**src/rtl/tdm_pkg.sv**
```systemverilog
// Shared definitions for the two-channel TDM demultiplexer.
// Holds the framing FSM state type, the default sample width and the
// error-counter width used when DEMUX_ERRCNT_EN is defined.
package tdm_pkg;

  // Framing FSM states; encoding 2'd3 is unused and recovers to ST_HUNT.
  typedef enum logic [1:0] {
    ST_HUNT  = 2'd0,
    ST_EXP_B = 2'd1,
    ST_EXP_A = 2'd2
  } state_t;

  localparam int unsigned DEFAULT_DW = 8;
  localparam int unsigned ERRCNT_W   = 8;

endpackage

```
**src/rtl/tdm_demux_sat_counter.sv**
```systemverilog
// Width-parameterised saturating up-counter with asynchronous active-high
// reset. Counts one per cycle with inc high and holds at all-ones.
module sat_counter #(
  parameter int unsigned W = 8
) (
  input  logic         clk,
  input  logic         rst,
  input  logic         inc,
  output logic [W-1:0] count
);

  // Count up on inc, stick at the maximum value.
  always_ff @(posedge clk or posedge rst) begin
    if (rst) begin
      count <= '0;
    end else if (inc && (count != '1)) begin
      count <= count + W'(1);
    end
  end

endmodule

```
**src/rtl/tdm_demux.sv**
```systemverilog
// Two-channel TDM demultiplexer. Locks onto an alternating A/B word stream
// (A marked by in_sof) and presents each complete frame as a registered
// out_a/out_b pair with a one-cycle out_valid strobe.
// Optional feature: define DEMUX_ERRCNT_EN to add the saturating err_count
// output that counts frame_err pulses.
module tdm_demux
  import tdm_pkg::*;
#(
  parameter int unsigned DW = DEFAULT_DW
) (
  input  logic                clk,
  input  logic                rst,
  input  logic                in_valid,
  input  logic [DW-1:0]       in_data,
  input  logic                in_sof,
  output logic [DW-1:0]       out_a,
  output logic [DW-1:0]       out_b,
  output logic                out_valid,
  output logic                locked,
  output logic                frame_err
`ifdef DEMUX_ERRCNT_EN
  ,
  output logic [ERRCNT_W-1:0] err_count
`endif
);

  state_t        state;
  state_t        state_nxt;
  logic [DW-1:0] shadow;
  logic          shadow_ld;
  logic          pair_ld;
  logic          err;

  // State register.
  always_ff @(posedge clk or posedge rst) begin
    if (rst) begin
      state <= ST_HUNT;
    end else begin
      state <= state_nxt;
    end
  end

  // Next-state decode and per-word actions; idle cycles change nothing.
  always_comb begin
    state_nxt = state;
    shadow_ld = 1'b0;
    pair_ld   = 1'b0;
    err       = 1'b0;
    if (in_valid) begin
      case (state)
        ST_HUNT: begin
          if (in_sof) begin
            shadow_ld = 1'b1;
            state_nxt = ST_EXP_B;
          end
        end
        ST_EXP_B: begin
          if (in_sof) begin
            // Resync onto the newer frame start.
            err       = 1'b1;
            shadow_ld = 1'b1;
          end else begin
            pair_ld   = 1'b1;
            state_nxt = ST_EXP_A;
          end
        end
        ST_EXP_A: begin
          if (in_sof) begin
            shadow_ld = 1'b1;
            state_nxt = ST_EXP_B;
          end else begin
            err       = 1'b1;
            state_nxt = ST_HUNT;
          end
        end
        default: begin
          state_nxt = ST_HUNT;
        end
      endcase
    end
  end

  // Registered outputs, A shadow and lock flag.
  // locked is loaded from the next state so it tracks the state register.
  always_ff @(posedge clk or posedge rst) begin
    if (rst) begin
      shadow    <= '0;
      out_a     <= '0;
      out_b     <= '0;
      out_valid <= 1'b0;
      frame_err <= 1'b0;
      locked    <= 1'b0;
    end else begin
      out_valid <= pair_ld;
      frame_err <= err;
      locked    <= (state_nxt == ST_EXP_B) || (state_nxt == ST_EXP_A);
      if (shadow_ld) begin
        shadow <= in_data;
      end
      if (pair_ld) begin
        out_a <= shadow;
        out_b <= in_data;
      end
    end
  end

`ifdef DEMUX_ERRCNT_EN
  // Counts the same event that raises frame_err, so both update together.
  sat_counter #(
    .W(ERRCNT_W)
  ) u_errcnt (
    .clk  (clk),
    .rst  (rst),
    .inc  (err),
    .count(err_count)
  );
`endif

endmodule

```
**config.mk**
```make
export PLATFORM = sky130hd
export DESIGN_NAME = tdm_demux
export DESIGN_NICKNAME = d
export VERILOG_FILES = /design/src/rtl/tdm_pkg.sv /design/src/rtl/tdm_demux_sat_counter.sv /design/src/rtl/tdm_demux.sv
export SDC_FILE = /design/constraint.sdc
export NUM_CORES = 1
export LEC_CHECK = 0
export BUFFER_PORTS_ARGS = -buffer_cell sky130_fd_sc_hd__buf_4
export CORE_MARGIN = 1.5
export CORE_UTILIZATION = 30
export DETAILED_ROUTE_END_ITERATION = 10
export GPL_TIMING_DRIVEN = 0
export RECOVER_POWER = 25
export SLEW_MARGIN = 30
export SYNTH_ARGS = -nofsm -noshare
export SYNTH_HDL_FRONTEND = slang
export SYNTH_SLANG_ARGS = --single-unit
```
**constraint.sdc**
```tcl
create_clock -name clk -period 1.9 [get_ports clk]
set_input_delay 0.19 -clock clk [delete_from_list [all_inputs] [get_ports clk]]
set_output_delay 0.19 -clock clk [all_outputs]
set_load 0.03 [all_outputs]
```
==> results of run 1 <==
metrics by stage:
stage	cells	util [%]	instance area (sq um)	hold WS (ps)	power [mW]
after floorplan	68	-	1130	268	1.32
after global placement	146	39.1	1420	414	1.58
after detailed placement	146	39.1	1420	301	1.60
after CTS	154	41.9	1520	5.30	2.15
after global routing	159	42.9	1560	127	2.25
final	159	42.9	1560	130	2.13
state kept, by name, summed over array words and instances (netlist names):
| signal | count |
|---|---|
| out_b | 8 |
| state | 2 |
| out_valid | 1 |
| frame_err | 1 |
| shadow | 8 |
| out_a | 8 |
| locked | 1 |
cells in the mapped netlist (all sizes together):
cell / n
dfrtp: 29
mux2: 24
inv: 4
nand3: 2
a21boi: 1
a21o: 1
a21oi: 1
buf: 1
mux2i: 1
nand2: 1
nor4: 1
o21ai: 1
or3: 1
cell families after synthesis:
| family | share of synthesized area, % |
|---|---|
| flip-flops | 63.9 |
| multiplexers | 27.3 |
| AND/OR/NAND/NOR | 3.75 |
| buffers and inverters | 2.65 |
| AO/OA/AOI/OAI | 2.31 |
layout make-up:
| class | instances | share of cell area (%) |
|---|---|---|
| sequential | 29 | 46.5 |
| multi-input combinational | 34 | 24.3 |
| timing repair buffer | 35 | 16.9 |
| clock buffer | 7 | 6.18 |
| tap | 48 | 3.85 |
| buffer | 1 | 0.963 |
| inverter | 4 | 0.963 |
| clock inverter | 1 | 0.321 |
critical path, cell delays in order (launching register included):
cell and delay [ps]:
dfrtp_1 450, nand2_1 120, nand3_1 360, mux2_2 410
power groups by stage:
| stage | Sequential, mW | Combinational [mW] | Clock [mW] |
|---|---|---|---|
| after global routing | 0.887 | 0.764 | 0.597 |
| final | 0.866 | 0.724 | 0.545 |
| after detailed placement | 0.875 | 0.726 | 0 |
| after floorplan | 1.12 | 0.207 | 0 |
| after CTS | 0.868 | 0.727 | 0.557 |
| after global placement | 0.872 | 0.711 | 0 |
timing repair:
| item | 4_1_cts | 5_1_grt |
|---|---|---|
| setup endpoints to repair | 0 | 8 |
| hold endpoints to repair | 0 | 0 |
| buffers inserted | 0 | 5 |
metal layers:
layer / GRT usage, % / vias up / part of all wire, %
li1: - / 321 / -
met5: 0 / - / 0
met4: 7.18 / 0 / 2.8
met2: 18.5 / 25 / 47
met3: 5.38 / 6 / 6.4
met1: 13.0 / 352 / 43
path summary, 6_finish.rpt:
path	depth (start not counted)	slack, ps	to	from
setup / recovery	3	430	shadow[0]$_DFFE_PP0P_	state[1]$_DFF_PP0_
hold / removal	2	130	state[0]$_DFF_PP0_	in_valid
setup reg to reg	3	430	shadow[0]$_DFFE_PP0P_	state[1]$_DFF_PP0_
hold reg to reg	1	500	out_a[6]$_DFFE_PP0P_	shadow[6]$_DFFE_PP0P_
max in group asynchronous	2	1090	shadow[3]$_DFFE_PP0P_	rst
min in group asynchronous	2	180	frame_err$_DFF_PP0_	rst
==> impl_metrics.env, run 1 <==
export IMPL_grt_max_degree=30
export IMPL_dpl_worst_slack_ps=30.3
export IMPL_ys_warnings_count=0
export IMPL_ys_top_cells_by_area="dfrtp_1 (64%), mux2_2 (16%), mux2_4 (11%)"
export IMPL_crit_path_end_kind="register"
export IMPL_final_cell_mix="buf_4 (34), dfrtp_1 (29), mux2_2 (16)"
export IMPL_gp_congestion=0.681
export IMPL_clk_latency_ps=270
export IMPL_vdd_drop_max_v=0.000503
export IMPL_die_height_microns=64.5
export IMPL_outcome="complete, no violations"
export IMPL_p_leak_nw=0.749
export IMPL_cp_arrival_ps=1630
export IMPL_wl_microns=2090
export IMPL_io_pins=31
export IMPL_placementRows=22
export IMPL_layout_setup_ws_ps=432
export IMPL_p_int_mw=1.44
export IMPL_relSlewSlack_pct=30.1
export IMPL_die_area_sq_mm=0.00416
export IMPL_hold_viol=0
export IMPL_skew_ps=2.52
export IMPL_synth_cell_type_count=15
export IMPL_synth_avg_cell_area_sq_um=16.7
export IMPL_drt_iter0_drc=33
export IMPL_worstPathRequired_ps=2060
export IMPL_path_class="register to register"
export IMPL_drv_cap=0
export IMPL_synth_fp_nets=80
export IMPL_antennaDiodeCount=0
export IMPL_setup_viol=0
export IMPL_hold_path_class="input pin to register"
export IMPL_core_region_area_sq_mm=0.00363
export IMPL_synth_largest_area_cell="dfrtp_1"
export IMPL_synthCells=68
export IMPL_drt_wirelength_per_cell_microns=13.2
export IMPL_tns_ps=0
export IMPL_via_per_inst=4.43
export IMPL_nNetsFinal=122
export IMPL_nFillCells=354
export IMPL_grt_pass1_vias=744
export IMPL_startpoint_type="register"
export IMPL_cts_buffer_depth=2
export IMPL_root_buffer="clkbuf_8"
export IMPL_portBuffers=30
export IMPL_initial_core_util_pct=31.2
export IMPL_power_density_mw_per_mm2=1370
export IMPL_grt_use_total_pct=11.8
export IMPL_num_vias=704
export IMPL_ant_nets=0
export IMPL_crit_path_max_fanout=9
export IMPL_syn_cell_area_sq_mm=0.00113
export IMPL_power_frac_clock_pct=25.5
export IMPL_drv_slew=0
export IMPL_timing_final_crit_share_pct=77.3
export IMPL_synth_top_area_share_pct=63.9
export IMPL_rsz0062_at_grt="false"
export IMPL_cts_hold_fix_buffers=0
export IMPL_area_delta_synth_final_pct=37.4
export IMPL_htree_levels=2
export IMPL_clock_sinks=29
export IMPL_cts_resized=0
export IMPL_power_frac_comb_pct=33.9
export IMPL_grt_overflow_total=0
export IMPL_fmax_mhz=681
export IMPL_grt_pass1_wl_microns=3570
export IMPL_worst_pin_slew_ps=1050
export IMPL_multi_input_area_sq_um=379
export IMPL_power_switching_uw=694
export IMPL_drc_errors=0
export IMPL_clk_pin_slew_ps=60
export IMPL_seq_power_share_pct=40.5
export IMPL_ys_ff_latch=29
export IMPL_seq_area_sq_um=726
export IMPL_fp_dieW_microns=64.5
export IMPL_final_common_cell="buf_4"
export IMPL_cts_tree="yes"
export IMPL_fin_crit_ps=1470
export IMPL_final_layout_size_suffix_gt1_share_pct=64.9
export IMPL_swShare_pct=32.5
export IMPL_yosysSeqAreaShare_pct=63.9
export IMPL_dr_pass1_iters=3
export IMPL_antenna_found_initial=0
export IMPL_cts_buffers=5
Power figures use the tool's default switching activity.
==> run 2, diff against run 1 <==
--- a/config.mk
+++ b/config.mk
@@ -5,6 +5,7 @@
 export SDC_FILE = /design/constraint.sdc
 export NUM_CORES = 1
 export LEC_CHECK = 0
+export ABC_AREA = 1
 export BUFFER_PORTS_ARGS = -buffer_cell sky130_fd_sc_hd__buf_4
 export CORE_MARGIN = 1.5
 export CORE_UTILIZATION = 30
==> constraint.sdc (replaced) <==
create_clock -name clk -period 1.43 [get_ports clk]
set_input_delay 0.143 -clock clk [delete_from_list [all_inputs] [get_ports clk]]
set_output_delay 0.143 -clock clk [all_outputs]
set_load 0.03 [all_outputs]
==> run 2 against run 1 <==
- core utilization fell by 2.3 points
- synthesized area up 3.4%
- final area is 3.1% lower
- critical path type unchanged
- largest power group unchanged
- highest routed layer unchanged
==> impl_metrics.env, run 2 <==
export IMPL_htree_levels=2
export IMPL_reg2regPathDepth=5
export IMPL_synthArstFlopShare_pct=100
export IMPL_p_leak_nw=0.817
export IMPL_grt_use_total_pct=14.1
export IMPL_ys_warnings_count=0
export IMPL_initial_core_util_pct=31.6
export IMPL_num_vias=954
export IMPL_dr_pass1_iters=4
export IMPL_drt_wirelength_per_cell_microns=12.2
export IMPL_via_per_inst=4.50
export IMPL_drv_slew=0
export IMPL_crit_family="simple AND/OR/NAND/NOR gates"
export IMPL_path_class="register to register"
export IMPL_grt_pass1_wl_microns=4370
export IMPL_cp_cell_sequence="nor2_4 > nand2_4 > buf_6 > nand2_1 > nand2_1"
export IMPL_cp_depth=5
export IMPL_cts_buffer_depth=2
export IMPL_grt_overflow_total=0
export IMPL_die_area_sq_mm=0.00430
export IMPL_synth_largest_area_cell="dfrtp_1"
export IMPL_root_buffer="clkbuf_8"
export IMPL_drt_iter0_drc=19
export IMPL_synth_edf_count=0
export IMPL_drc_errors=0
export IMPL_tns_ps=0
export IMPL_die_height_microns=65.5
export IMPL_placementRows=22
export IMPL_r2r_end="out_b[1]$_DFFE_PP0P_"
export IMPL_syn_cell_area_sq_mm=0.00117
export IMPL_worstHoldPathCells=2
export IMPL_crit_slowest_cell="dfrtp_1"
export IMPL_setup_viol=0
export IMPL_drv_cap=0
export IMPL_fin_crit_ps=1220
export IMPL_wl_microns=2590
export IMPL_crit_path_end_kind="register"
export IMPL_startpoint_type="register"
export IMPL_cp_arrival_ps=1380
export IMPL_skew_ps=1.82
export IMPL_vdd_drop_max_v=0.000387
export IMPL_final_layout_size_suffix_gt1_share_pct=20.1
export IMPL_fp_dieW_microns=65.5
export IMPL_io_pins=31
export IMPL_synth_fp_nets=138
export IMPL_outcome="complete, no violations"
export IMPL_area_delta_synth_final_pct=28.7
export IMPL_fmax_mhz=823
export IMPL_antennaDiodeCount=0
export IMPL_final_common_cell="nand2_1"
export IMPL_ant_nets=0
export IMPL_cts_tree="yes"
export IMPL_relSlewSlack_pct=60.9
export IMPL_cts_setup_buffers=0
export IMPL_synthMostInstantiatedCell="nand2_1"
export IMPL_ys_top_cells_by_area="dfrtp_1 (62%), nand2_1 (17%), nand3_1 (11%)"
export IMPL_antenna_found_initial=0
export IMPL_synth_top_area_share_pct=61.8
export IMPL_clk_pin_slew_ps=50
export IMPL_synthFlopType="dfrtp_1"
export IMPL_worstPathRequired_ps=1590
export IMPL_hold_path_end="state[1]$_DFF_PP0_"
export IMPL_reg_top3="out_a x8, out_b x8, shadow x8"
export IMPL_worst_path_most_repeated_cell="nand2_1"
export IMPL_clk_latency_ps=270
export IMPL_portBuffers=30
export IMPL_crit_path_max_fanout=10
export IMPL_critPathMaxStageDelay_ps=430
export IMPL_synthCells=126
export IMPL_cts_resized=0
export IMPL_min_from="in_valid"
export IMPL_fin_total_pwr_mw=2.43
export IMPL_core_region_area_sq_mm=0.00372
export IMPL_r2r_slack_ps=210
export IMPL_cts_buffers=5
export IMPL_synth_common_cells="nand2_1 (53), dfrtp_1 (29), nand3_1 (25), inv_1 (5), nor2_1 (3)"
export IMPL_synth_avg_cell_area_sq_um=9.31
export IMPL_hold_viol=0
export IMPL_grt_max_degree=30
export IMPL_grt_pass1_vias=965
export IMPL_hold_path_class="input pin to register"
export IMPL_ys_ff_latch=29
export IMPL_gp_congestion=0.775
export IMPL_worst_pin_slew_ps=586
export IMPL_timing_final_crit_share_pct=85.0
export IMPL_rsz0062_at_grt="false"
export IMPL_nNetsFinal=176
export IMPL_clock_sinks=29
export IMPL_regToRegStartpoint="state[1]$_DFF_PP0_"
export IMPL_critPathBufInv=1
export IMPL_yosysSeqAreaShare_pct=61.8
export IMPL_post_dp_hpwl_microns=1840
export IMPL_synth_cell_type_count=13
export IMPL_final_cell_mix="nand2_1 (53), dfrtp_1 (29), nand3_1 (25)"
export IMPL_power_density_mw_per_mm2=1610
==> run 2: cell families after synthesis <==
kind of cell,count (synthesis),share of synthesized area (%)
AOI/OAI and AO/OA,2,0.853
buffers and inverters,10,5.33
DFF,29,61.8
and+or+nand+nor,85,32.0
==> run 2: report_power, final <==
group	switching, mW	internal, mW
combinational	0.481	0.207
sequential	0.0952	0.992
clock	0.272	0.380
==> run 2: metrics by stage <==
| step | instances | util (%) | setup slack, ps | cell area [sq um] | hold WS [ps] |
|---|---|---|---|---|---|
| 6_report | 212 | 40.6 | 215 | 1510 | 94.2 |
| 5_1_grt | 212 | 40.6 | 112 | 1510 | 108 |
| 4_1_cts | 212 | 41.9 | 204 | 1560 | 84.5 |
| 3_5_place_dp | 204 | 39.3 | 227 | 1460 | 252 |
| 3_3_place_gp | 204 | 39.3 | 244 | 1460 | 374 |
| 2_1_floorplan | 126 | - | 354 | 1170 | 221 |
==> run 2: per-layer routing <==
layer  part of all wire, %  up-vias  track usage [%]  routed length (microns)
li1                      -      473                -                        -
met1                    42      453             15.1                     1080
met2                    51       24             23.9                     1320
met3                   5.2        4             5.14                      136
met4                   1.9        0             7.81                       48
met5                     0        -                0                        0
==> run 2: worst max path at each step <==
stage / to / from / slack [ps]
after floorplan: out_a[4]$_DFFE_PP0P_ / state[1]$_DFF_PP0_ / 350
after global placement: out_a[4]$_DFFE_PP0P_ / state[1]$_DFF_PP0_ / 240
after detailed placement: out_a[5]$_DFFE_PP0P_ / state[1]$_DFF_PP0_ / 230
after CTS: out_a[5]$_DFFE_PP0P_ / state[1]$_DFF_PP0_ / 200
after global routing: state[0]$_DFF_PP0_ / state[1]$_DFF_PP0_ / 110
final: out_b[1]$_DFFE_PP0P_ / state[1]$_DFF_PP0_ / 210
==> run 2: final cells by class <==
type | instances | area, sq um
flip-flops and latches | 29 | 726
well taps | 48 | 60.1
plain buffers | 3 | 36.3
inverters | 7 | 26.3
fillers | 394 | 2210
repair buffers | 31 | 190
clock buffers | 7 | 86.3
multi-input cells | 87 | 385
==> run 2: repair_timing <==
action | CTS | global route
endpoints found under the setup margin | 0 | 0
hold endpoints to repair | 29 | 0
hold buffers | 1 | 0
==> run 3, diff against run 2 <==
--- a/config.mk
+++ b/config.mk
@@ -5,7 +5,7 @@
 export SDC_FILE = /design/constraint.sdc
 export NUM_CORES = 1
 export LEC_CHECK = 0
-export ABC_AREA = 1
+export ABC_AREA = 0
 export BUFFER_PORTS_ARGS = -buffer_cell sky130_fd_sc_hd__buf_4
 export CORE_MARGIN = 1.5
 export CORE_UTILIZATION = 30
==> constraint.sdc (replaced) <==
create_clock -name clk -period 1.15 [get_ports clk]
set_input_delay 0.115 -clock clk [delete_from_list [all_inputs] [get_ports clk]]
set_output_delay 0.115 -clock clk [all_outputs]
set_load 0.03 [all_outputs]
==> run 3 against run 2 <==
- critical path type unchanged
- final cell count decreased by 22%
- clock power is 22% higher
- setup slack got worse by 480 ps
- combinational power up 83%
- die area down 3.1%
- core utilization is 5.1 points higher
- count of clock-buffer cells in the layout decreased by 1
- wire length fell by 7.3%
- final area rose by 10%
- clock skew increased by 1.6 ps
- the flow now finishes with violations (setup timing)
- largest power group unchanged
- global-route usage fell by 1.5 points
- worst hold slack worse by 24 ps
==> impl_metrics.env, run 3 (same netlist as run 1, synthesis figures left out) <==
export IMPL_final_layout_size_suffix_gt1_share_pct=67.5
export IMPL_grt_use_total_pct=12.5
export IMPL_ant_nets=0
export IMPL_antennaDiodeCount=0
export IMPL_cp_cell_sequence="nor4_4 > buf_6 > clkbuf_16 > mux2_4"
export IMPL_regToRegStartpoint="state[1]$_DFF_PP0_"
export IMPL_reg_top3="out_a x8, out_b x8, shadow x8"
export IMPL_grt_pass1_vias=789
export IMPL_dp_cells=146
export IMPL_power_density_mw_per_mm2=2100
export IMPL_drv_cap=0
export IMPL_antenna_found_initial=0
export IMPL_endpoint="out_a[6]$_DFFE_PP0P_"
export IMPL_crit_slowest_cell="dfrtp_2"
export IMPL_final_common_cell="dfrtp_1"
export IMPL_dpl_worst_slack_ps=-653
export IMPL_via_per_inst=4.41
export IMPL_skew_ps=3.46
export IMPL_startpoint_type="register"
export IMPL_nNetsFinal=128
export IMPL_crit_path_start="state[1]$_DFF_PP0_"
export IMPL_cts_tree="yes"
export IMPL_drv_slew=0
export IMPL_die_area_sq_mm=0.00416
export IMPL_outcome="complete, but fails checks"
export IMPL_path_class="register to register"
export IMPL_placementRows=22
export IMPL_crit_path_max_fanout=5
export IMPL_post_dp_hpwl_microns=1390
export IMPL_wl_microns=2400
export IMPL_design_area_sq_mm=0.00166
export IMPL_cts_buffers=5
export IMPL_setup_viol=26
export IMPL_grt_pass1_wl_microns=3770
export IMPL_drt_iter0_drc=15
export IMPL_die_height_microns=64.5
export IMPL_fmax_mhz=708
export IMPL_initial_core_util_pct=31.2
export IMPL_io_pins=31
export IMPL_cts_buffer_depth=2
export IMPL_grt_overflow_total=0
export IMPL_clk_latency_ps=280
export IMPL_finalNonFillerCells=165
export IMPL_vdd_drop_max_v=0.000642
export IMPL_drc_errors=0
export IMPL_num_vias=728
export IMPL_htree_levels=2
export IMPL_gp_congestion=0.648
export IMPL_hold_path_class="input pin to register"
export IMPL_r2r_end="out_a[6]$_DFFE_PP0P_"
export IMPL_clock_sinks=29
export IMPL_root_buffer="clkbuf_8"
export IMPL_grt_max_degree=30
export IMPL_cp_arrival_ps=1580
export IMPL_fp_dieW_microns=64.5
export IMPL_timing_final_crit_share_pct=123
export IMPL_violations="setup timing"
export IMPL_worstPathRequired_ps=1320
export IMPL_reg2regPathDepth=4
export IMPL_critPathMaxStageDelay_ps=430
export IMPL_min_from="in_data[7]"
export IMPL_drt_wirelength_per_cell_microns=14.6
export IMPL_placement_cell_area_sq_mm=0.00143
export IMPL_clk_pin_slew_ps=60
export IMPL_final_cell_mix="dfrtp_1 (28), buf_4 (22), mux2_4 (16)"
export IMPL_relSlewSlack_pct=61.0
export IMPL_p_leak_nw=0.796
export IMPL_fin_crit_ps=1410
export IMPL_layout_setup_ws_ps=-262
export IMPL_r2r_slack_ps=-260
export IMPL_dr_pass1_iters=2
export IMPL_worst_pin_slew_ps=584
export IMPL_area_delta_synth_final_pct=46.5
export IMPL_hold_viol=0
export IMPL_rsz0062_at_grt="true"
export IMPL_portBuffers=30
export IMPL_core_region_area_sq_mm=0.00363
export IMPL_crit_path_end_kind="register"
run 3: changes by cell type in the layout (fill, tap and decap cells not counted), sizes merged, moves of 2 or more:
cell | previous run | this run
nand2 | 55 | 1
mux2 | 0 | 24
nand3 | 25 | 3
buf | 19 | 29
nor2 | 5 | 0
clkbuf | 21 | 17
inv | 6 | 4
run 3: worst max-delay path: cells and delay by family, from the launching register on:
kind,cells,cell delay (ps)
DFF,1,430
buffers and inverters,2,330
muxes,1,290
and+or+nand+nor,1,250
run 3: stage by stage:
stage	TNS [ps]	util, %	power [mW]	hold slack, ps
global placement	-10650	39.2	2.62	342
finish	-5130	45.8	3.49	69.8
floorplan	-5640	-	2.19	193
CTS	-4070	43.8	3.47	67.6
global route	-6220	45.8	3.66	66.6
detailed placement	-10910	39.2	2.64	231
run 3: final cells by class:
| type | count | area (sq um) |
|---|---|---|
| buffer | 1 | 20.0 |
| clock buffer | 6 | 72.6 |
| clock inverter | 2 | 10.0 |
| fill | 359 | 1970 |
| inverter | 4 | 15.0 |
| multi-input combinational | 35 | 439 |
| sequential | 29 | 727 |
| tap | 48 | 60.1 |
| timing repair buffer | 40 | 319 |
run 3: worst min path at each step:
stage | to | cells after the start
finish | out_b[7]$_DFFE_PP0P_ | 2
global route | out_b[5]$_DFFE_PP0P_ | 2
CTS | out_b[7]$_DFFE_PP0P_ | 2
detailed placement | state[0]$_DFF_PP0_ | 2
global placement | state[0]$_DFF_PP0_ | 2
floorplan | frame_err$_DFF_PP0_ | 1
run 3: power by group:
group	total [mW]	switching [mW]	internal, mW
registers	1.43	0.148	1.29
clock network	0.794	0.376	0.418
logic	1.26	0.666	0.596
run 3: metal layers:
| metal | track usage (%) | share of wire [%] | routed length [microns] |
|---|---|---|---|
| met5 | 0 | 0 | 0 |
| met4 | 7.98 | 3.5 | 85 |
| met3 | 4.17 | 3.7 | 90 |
| met2 | 20.1 | 51 | 1240 |
| met1 | 14.4 | 41 | 991 |
run 3: what timing repair did:
| action | 4_1_cts | 5_1_grt |
|---|---|---|
| resized for setup | 4 | 17 |
| buffers inserted | 6 | 3 |
| setup endpoints to repair | 26 | 26 |
| cloned | 1 | 1 |
| pin swaps | 2 | 4 |
| hold buffers | 1 | 0 |
| endpoints found under the hold margin | 29 | 0 |
